===== src/rtl/serial_subtractor_if.sv =====
// Operand/result handshake bundle for the bit-serial subtractor.
// master = producer/consumer side, slave = the subtractor itself.
`timescale 1ns/1ps
interface serial_subtractor_if #(
  parameter int unsigned WIDTH = 8
);
  logic             in_valid;
  logic             in_ready;
  logic [WIDTH-1:0] a;
  logic [WIDTH-1:0] b;
  logic             bin;
  logic             out_valid;
  logic             out_ready;
  logic [WIDTH-1:0] diff;
  logic             bout;
  logic             ovf;
  logic             busy;

  modport master (
    output in_valid, a, b, bin, out_ready,
    input  in_ready, out_valid, diff, bout, ovf, busy
  );

  modport slave (
    input  in_valid, a, b, bin, out_ready,
    output in_ready, out_valid, diff, bout, ovf, busy
  );
endinterface


===== src/rtl/serial_subtractor.sv =====
// Bit-serial A - B - bin, LSB first, one full-subtractor step per clock.
// Result, borrow-out and signed overflow are held until the consumer accepts them.
`timescale 1ns/1ps
module serial_subtractor #(
  parameter int unsigned WIDTH = 8
) (
  input logic                clk,
  input logic                rst_n,
  serial_subtractor_if.slave bus
);

  localparam int unsigned CntW = (WIDTH > 1) ? $clog2(WIDTH) : 1;
  localparam logic [CntW-1:0] LastCnt = CntW'(WIDTH - 1);

  typedef enum logic [1:0] {StIdle, StRun, StDone} state_e;

  state_e           state_q;
  logic [WIDTH-1:0] a_sh_q;
  logic [WIDTH-1:0] b_sh_q;
  logic [WIDTH-1:0] res_q;
  logic             borrow_q;
  logic             a_sign_q;
  logic             b_sign_q;
  logic [CntW-1:0]  cnt_q;
  logic [WIDTH-1:0] diff_q;
  logic             bout_q;
  logic             ovf_q;

  logic d_bit;
  logic borrow_nxt;

  always_comb begin
    d_bit      = a_sh_q[0] ^ b_sh_q[0] ^ borrow_q;
    borrow_nxt = (~a_sh_q[0] & b_sh_q[0]) | (~(a_sh_q[0] ^ b_sh_q[0]) & borrow_q);
  end

  always_ff @(posedge clk) begin
    if (!rst_n) begin
      state_q  <= StIdle;
      a_sh_q   <= '0;
      b_sh_q   <= '0;
      res_q    <= '0;
      borrow_q <= 1'b0;
      a_sign_q <= 1'b0;
      b_sign_q <= 1'b0;
      cnt_q    <= '0;
      diff_q   <= '0;
      bout_q   <= 1'b0;
      ovf_q    <= 1'b0;
    end else begin
      case (state_q)
        StIdle: begin
          if (bus.in_valid) begin
            a_sh_q   <= bus.a;
            b_sh_q   <= bus.b;
            borrow_q <= bus.bin;
            a_sign_q <= bus.a[WIDTH-1];
            b_sign_q <= bus.b[WIDTH-1];
            cnt_q    <= '0;
            state_q  <= StRun;
          end
        end
        StRun: begin
          res_q    <= {d_bit, res_q[WIDTH-1:1]};
          a_sh_q   <= {1'b0, a_sh_q[WIDTH-1:1]};
          b_sh_q   <= {1'b0, b_sh_q[WIDTH-1:1]};
          borrow_q <= borrow_nxt;
          cnt_q    <= cnt_q + CntW'(1);
          // Publish on the last bit so diff/bout/ovf only change once per operation.
          if (cnt_q == LastCnt) begin
            diff_q  <= {d_bit, res_q[WIDTH-1:1]};
            bout_q  <= borrow_nxt;
            ovf_q   <= (a_sign_q != b_sign_q) && (d_bit != a_sign_q);
            state_q <= StDone;
          end
        end
        StDone: begin
          if (bus.out_ready) begin
            state_q <= StIdle;
          end
        end
        default: state_q <= StIdle;
      endcase
    end
  end

  assign bus.in_ready  = (state_q == StIdle);
  assign bus.out_valid = (state_q == StDone);
  assign bus.busy      = (state_q != StIdle);
  assign bus.diff      = diff_q;
  assign bus.bout      = bout_q;
  assign bus.ovf       = ovf_q;

endmodule


===== src/flat_wrapper.sv =====
// flat-port wrapper written by rule: the top's interface ports become plain ports
module serial_subtractor_flat 
#(
  parameter int unsigned WIDTH = 8
)
  (clk, rst_n, bus_in_valid, bus_a, bus_b, bus_bin, bus_out_ready, bus_in_ready, bus_out_valid, bus_diff, bus_bout, bus_ovf, bus_busy);
  serial_subtractor_if #(.WIDTH(WIDTH)) bus_i ();
  input logic clk;
  input logic rst_n;
  input wire logic [$bits(bus_i.in_valid)-1:0] bus_in_valid;
  input wire logic [$bits(bus_i.a)-1:0] bus_a;
  input wire logic [$bits(bus_i.b)-1:0] bus_b;
  input wire logic [$bits(bus_i.bin)-1:0] bus_bin;
  input wire logic [$bits(bus_i.out_ready)-1:0] bus_out_ready;
  output wire logic [$bits(bus_i.in_ready)-1:0] bus_in_ready;
  output wire logic [$bits(bus_i.out_valid)-1:0] bus_out_valid;
  output wire logic [$bits(bus_i.diff)-1:0] bus_diff;
  output wire logic [$bits(bus_i.bout)-1:0] bus_bout;
  output wire logic [$bits(bus_i.ovf)-1:0] bus_ovf;
  output wire logic [$bits(bus_i.busy)-1:0] bus_busy;
  assign bus_i.in_valid = bus_in_valid;
  assign bus_i.a = bus_a;
  assign bus_i.b = bus_b;
  assign bus_i.bin = bus_bin;
  assign bus_i.out_ready = bus_out_ready;
  assign bus_in_ready = bus_i.in_ready;
  assign bus_out_valid = bus_i.out_valid;
  assign bus_diff = bus_i.diff;
  assign bus_bout = bus_i.bout;
  assign bus_ovf = bus_i.ovf;
  assign bus_busy = bus_i.busy;
  serial_subtractor #(.WIDTH(WIDTH)) u_core (.clk(clk), .rst_n(rst_n), .bus(bus_i));
endmodule

===== config.mk =====
export PLATFORM = sky130hd
export DESIGN_NAME = serial_subtractor_flat
export DESIGN_NICKNAME = d
export VERILOG_FILES = /design/src/rtl/serial_subtractor_if.sv /design/src/rtl/serial_subtractor.sv /design/src/flat_wrapper.sv
export SDC_FILE = /design/constraint.sdc
export NUM_CORES = 1
export LEC_CHECK = 0
export ABC_AREA = 1
export CORE_MARGIN = 5
export CORE_UTILIZATION = 27
export CTS_CLUSTER_SIZE = 25
export DETAILED_ROUTE_END_ITERATION = 8
export HOLD_SLACK_MARGIN = 0.03
export PLACE_DENSITY = 0.59
export SYNTH_ARGS = -nofsm -noshare
export SYNTH_HDL_FRONTEND = slang
export SYNTH_SLANG_ARGS = --single-unit

===== constraint.sdc =====
create_clock -name clk -period 1.45 [get_ports clk]
set_clock_uncertainty 0.05 [all_clocks]
set_input_delay 0.2175 -clock clk [delete_from_list [all_inputs] [get_ports clk]]
set_output_delay 0.2175 -clock clk [all_outputs]
set_load 0.02 [all_outputs]

# Word-level counts from Yosys, hierarchy flattened
# Index checks and enable logic that the tools add are counted.
# word_totals
regBits	42
input_bits	21
out_inout_bits	13
elab_cells	47
# classes
n_addsub	1
eq_ne	8
muxes	12
bitwise_logic	7
n_reduce_logical	8
# op_table
operator	n
case mux 8 bit (2 select lines)	2
two-way mux 8 bit	2
two-way mux 2 bit	3
case mux 2 bit (3 select lines)	1
case mux 3 bit (2 select lines)	1
AND reduction 2 bit	3
inequality test 2 bit, second input constant	2
nonzero test 2 bit	2
adder 3 x 1 -> 3 bit, second input constant	1
== test 3 bit, second input constant	1
two-way mux 3 bit	1
AND reduction 3 bit	1
bitwise AND 1 bit	2
== test 2 x 1 -> 1 bit, second input constant	1
== test 2 bit, second input constant	1
logical NOT 2 bit	1
inequality test 1 bit	2
inequality test 2 x 1 -> 1 bit, second input constant	1
inverter 1 bit	2
case mux 1 bit (2 select lines)	1
bitwise XOR 1 bit	2
logical AND 1 bit	1
two-way mux 1 bit	1
bitwise OR 1 bit	1

# Logic depth before layout (Yosys ltp)
# depth
ltp_word	5
mapped_depth	7
depth_no_buf	7

# Worst setup path before layout
# No wires, ideal clock.
# synth_path
path_type	register to output
startpoint	register u_core.state_q[0]
endpoint	output bus_busy
arrival_time_ps	1129
required_ps	1183
path_slack_ps	54
path_stages_with_launch	4
n_path_buf	1
cell_sequence	dfxtp_1 -> buf_4 -> nor2_1 -> inv_1
# synth_via
elab_chain_len	1
# synth_lines
element	line	rtl
start, declared	serial_subtractor.sv:17	state_e state_q;
start signal, assigned	serial_subtractor.sv:39	state_q <= StIdle;
start signal, assigned	serial_subtractor.sv:60	state_q <= StRun;
start signal, assigned	serial_subtractor.sv:74	state_q <= StDone;
nonzero test 2 bit	serial_subtractor.sv:89	assign bus.busy = (state_q != StIdle);
end, declared	flat_wrapper.sv:20	output wire logic [$bits(bus_i.busy)-1:0] bus_busy;
# Every way passes these cells.

# Final worst setup path
# Same ends and word-level chain as after synthesis.

==> flow_summary.toml <==
[status]
status = "complete, no violations"

[yosys]
synth_nets = 298
synth_area_sq_mm = 0.00182
ys_seq_area_share_pct = 45.1
ys_seq_elements = 41
synthDistinctLibCells = 17
synth.avg_cell_area_sq_um = 6.65
synthTopCellsByArea = "dfxtp_1 45%, nand2_1 19%, nor2_1 11%, nand3_1 5.8%, inv_1 5.4%"
ys_warn_count = 0
synth_top_area_share_pct = 45.1
yosysTopAreaCell = "dfxtp_1"
syn_inst = 274

[floorplanning]
die-area_sq_mm = 0.00849
die-width_microns = 92.1
num_rows = 30
io_pins = 34
start_util_pct = 27.3
die-height_microns = 92.1
core_area_sq_mm = 0.00668

[worst_setup_path]
crit_chain = "nor2_4 -> inv_1 -> dlygate4sd2_1"
setup.worst_path.start = "u_core.state_q[0]$_SDFFE_PN0P_"
arrival_ns = 1.12
max_stage_delay_ns = 0.36
end_kind = "output port"
cp-start-kind = "flop"
path_max_fanout = 3
crit_type = "reg2out"
cp.required_ns = 1.18
critical-path-slowest-cell = "dfxtp_2"
crit-reg2reg-launch = "u_core.borrow_q$_SDFFE_PN0P_"

[sta]
worst_slew_pin_slew_ns = 0.236
fin_crit_sh_pct = 95.6
setup_tns_ns = 0
finalSetupViolCount = 0
timing.final.ws_setup_ns = 0.0640
slew_violations = 0
rsz0062_at_grt = "false"
hold_viol = 0
relSlewSlack_pct = 84.4
finalCriticalPeriod_ns = 1.39
fmax_ghz = 0.721

[place]
port_buffers = 33
dp_slack_ns = 0.0505
dp_hpwl_microns = 2900
gp_congestion = 0.709

[global_routing]
grt_pass1_vias = 1579
overflow = 0
antenna_found_initial = 0
track_usage_pct = 10.6
grt_max_degree = 35
grt_pass1_wl_microns = 7230

[clocking]
clkSlewWorstSetupHoldPaths_ns = 0.07
clock-sinks = 41
cts_hold_buf = 0
tritoncts = "done"
clkLatencyLatePin_ns = 0.29
clockBufferDepth = 2
cts_made_buffers = 5
clockRootBuffer = "clkbuf_8"
h-tree-depth = 2

[power]
p_leak_nw = 1.13
powerDensity_mw_per_mm2 = 980
vdd_drop_max_v = 0.000457

[worst_hold_path]
hp-start = "u_core.bus.diff[2]$_SDFFE_PN0P_"
worstHoldPathType = "reg2reg"

[route]
dr.first_iter.drc_count = 150
drc = 0
ant_nets = 0
vias = 1699
vias_per_cell = 4.30
wl_per_cell_microns = 10.6
firstDrtPassIters = 4
wirelength_microns = 4190

[final_layout]
layout.nets = 339
syn_to_final_growth_pct = 33.3
antenna_cells = 0
num-fill-cells = 722
drive_above_1_share_pct = 10.2

[run]
maxCapViolCount = 0
[critical path, delay by kind of cell, from the launching register on]
kind / cells / cell delay (ns)
buffers and inverters: 2 / 0.35
flip-flops: 1 / 0.36
AND/OR/NAND/NOR: 1 / 0.12
[cells by family (layout without fill, tap and decap cells)]
group / Yosys count / after routing / synth area share [%]
and+or+nand+nor: 163 / 163 / 35.2
adders and majority gates: 3 / 3 / 2.47
buffers and inverters: 41 / 82 / 9.55
AOI/OAI and AO/OA: 26 / 26 / 7.76
DFF: 41 / 41 / 45.1
[synth_stat cells]
cell type	n
a21oi_1	17
o21ai_4	1
inv_2	1
dfxtp_1	41
clkinv_1	1
nor2_2	1
o21ai_0	8
nand3_1	21
nor2_1	51
clkbuf_1	1
ha_1	2
buf_4	3
fa_1	1
buf_2	7
buf_1	2
inv_1	26
nand2_1	90
[state kept, by name, indices dropped and copies added (netlist names)]
register         cells
u_core.a_sh_q        8
u_core.a_sign_q      1
u_core.b_sh_q        8
u_core.b_sign_q      1
u_core.borrow_q      1
u_core.bus.bout      1
u_core.bus.diff      8
u_core.bus.ovf       1
u_core.cnt_q         3
u_core.res_q         7
u_core.state_q       2
[cell type report]
type | count | area, sq um | share of cell area, %
inverters | 28 | 105 | 4.33
flip-flops and latches | 41 | 826 | 34.0
multi-input cells | 192 | 840 | 34.6
well taps | 80 | 100 | 4.12
clock buffers | 7 | 86.3 | 3.55
repair buffers | 47 | 472 | 19.4
[through the flow]
step | area, sq um | total power [mW] | util, % | hold WS [ns] | cells
final | 2430 | 2.38 | 36.3 | 0.409 | 395
after global placement | 2330 | 1.65 | 34.8 | 0.401 | 388
after CTS | 2400 | 2.38 | 35.9 | 0.412 | 395
after detailed placement | 2330 | 1.65 | 34.8 | 0.403 | 388
after floorplan | 1820 | 1.50 | - | 0.303 | 274
after global routing | 2430 | 2.51 | 36.3 | 0.439 | 395
[report_power, final]
group          switching [mW]  internal, mW
Combinational           0.212         0.189
Sequential             0.0434          1.20
Clock                   0.360         0.377
[per-layer routing]
layer | track usage (%) | vias to the layer above | part of all wire (%)
li1 | - | 920 | -
met1 | 15.0 | 738 | 53
met2 | 15.9 | 36 | 42
met3 | 2.38 | 5 | 4.0
met4 | 3.34 | 0 | 1.2
met5 | 0 | - | 0
[layout by cell type (no fill, tap or decap), drive strengths merged]
cell / instances
inv: 27
a21oi: 17
fa: 1
dlygate4sd2: 12
nor2: 52
clkinv: 1
ha: 2
clkbuf: 8
nand2: 90
nand3: 21
dfxtp: 41
clkdlybuf4s50: 20
buf: 14
o21ai: 9
[path summary, 6_finish.rpt]
| check | to | slack (ns) | cells after the start |
|---|---|---|---|
| max | bus_busy | 0.06 | 3 |
| min | u_core.bus.diff[2]$_SDFFE_PN0P_ | 0.41 | 2 |
| max reg2reg | u_core.bus.ovf$_SDFFE_PN0P_ | 0.09 | 7 |
| min reg2reg | u_core.bus.diff[2]$_SDFFE_PN0P_ | 0.41 | 2 |
[repair_timing]
item,in CTS,in global routing
gates resized for setup,13,16
buffers inserted,0,0
endpoints found under the hold margin,0,0
setup endpoints to repair,13,35
gates cloned,0,0
pin swaps,0,3
(Power assumes the default switching activity.)
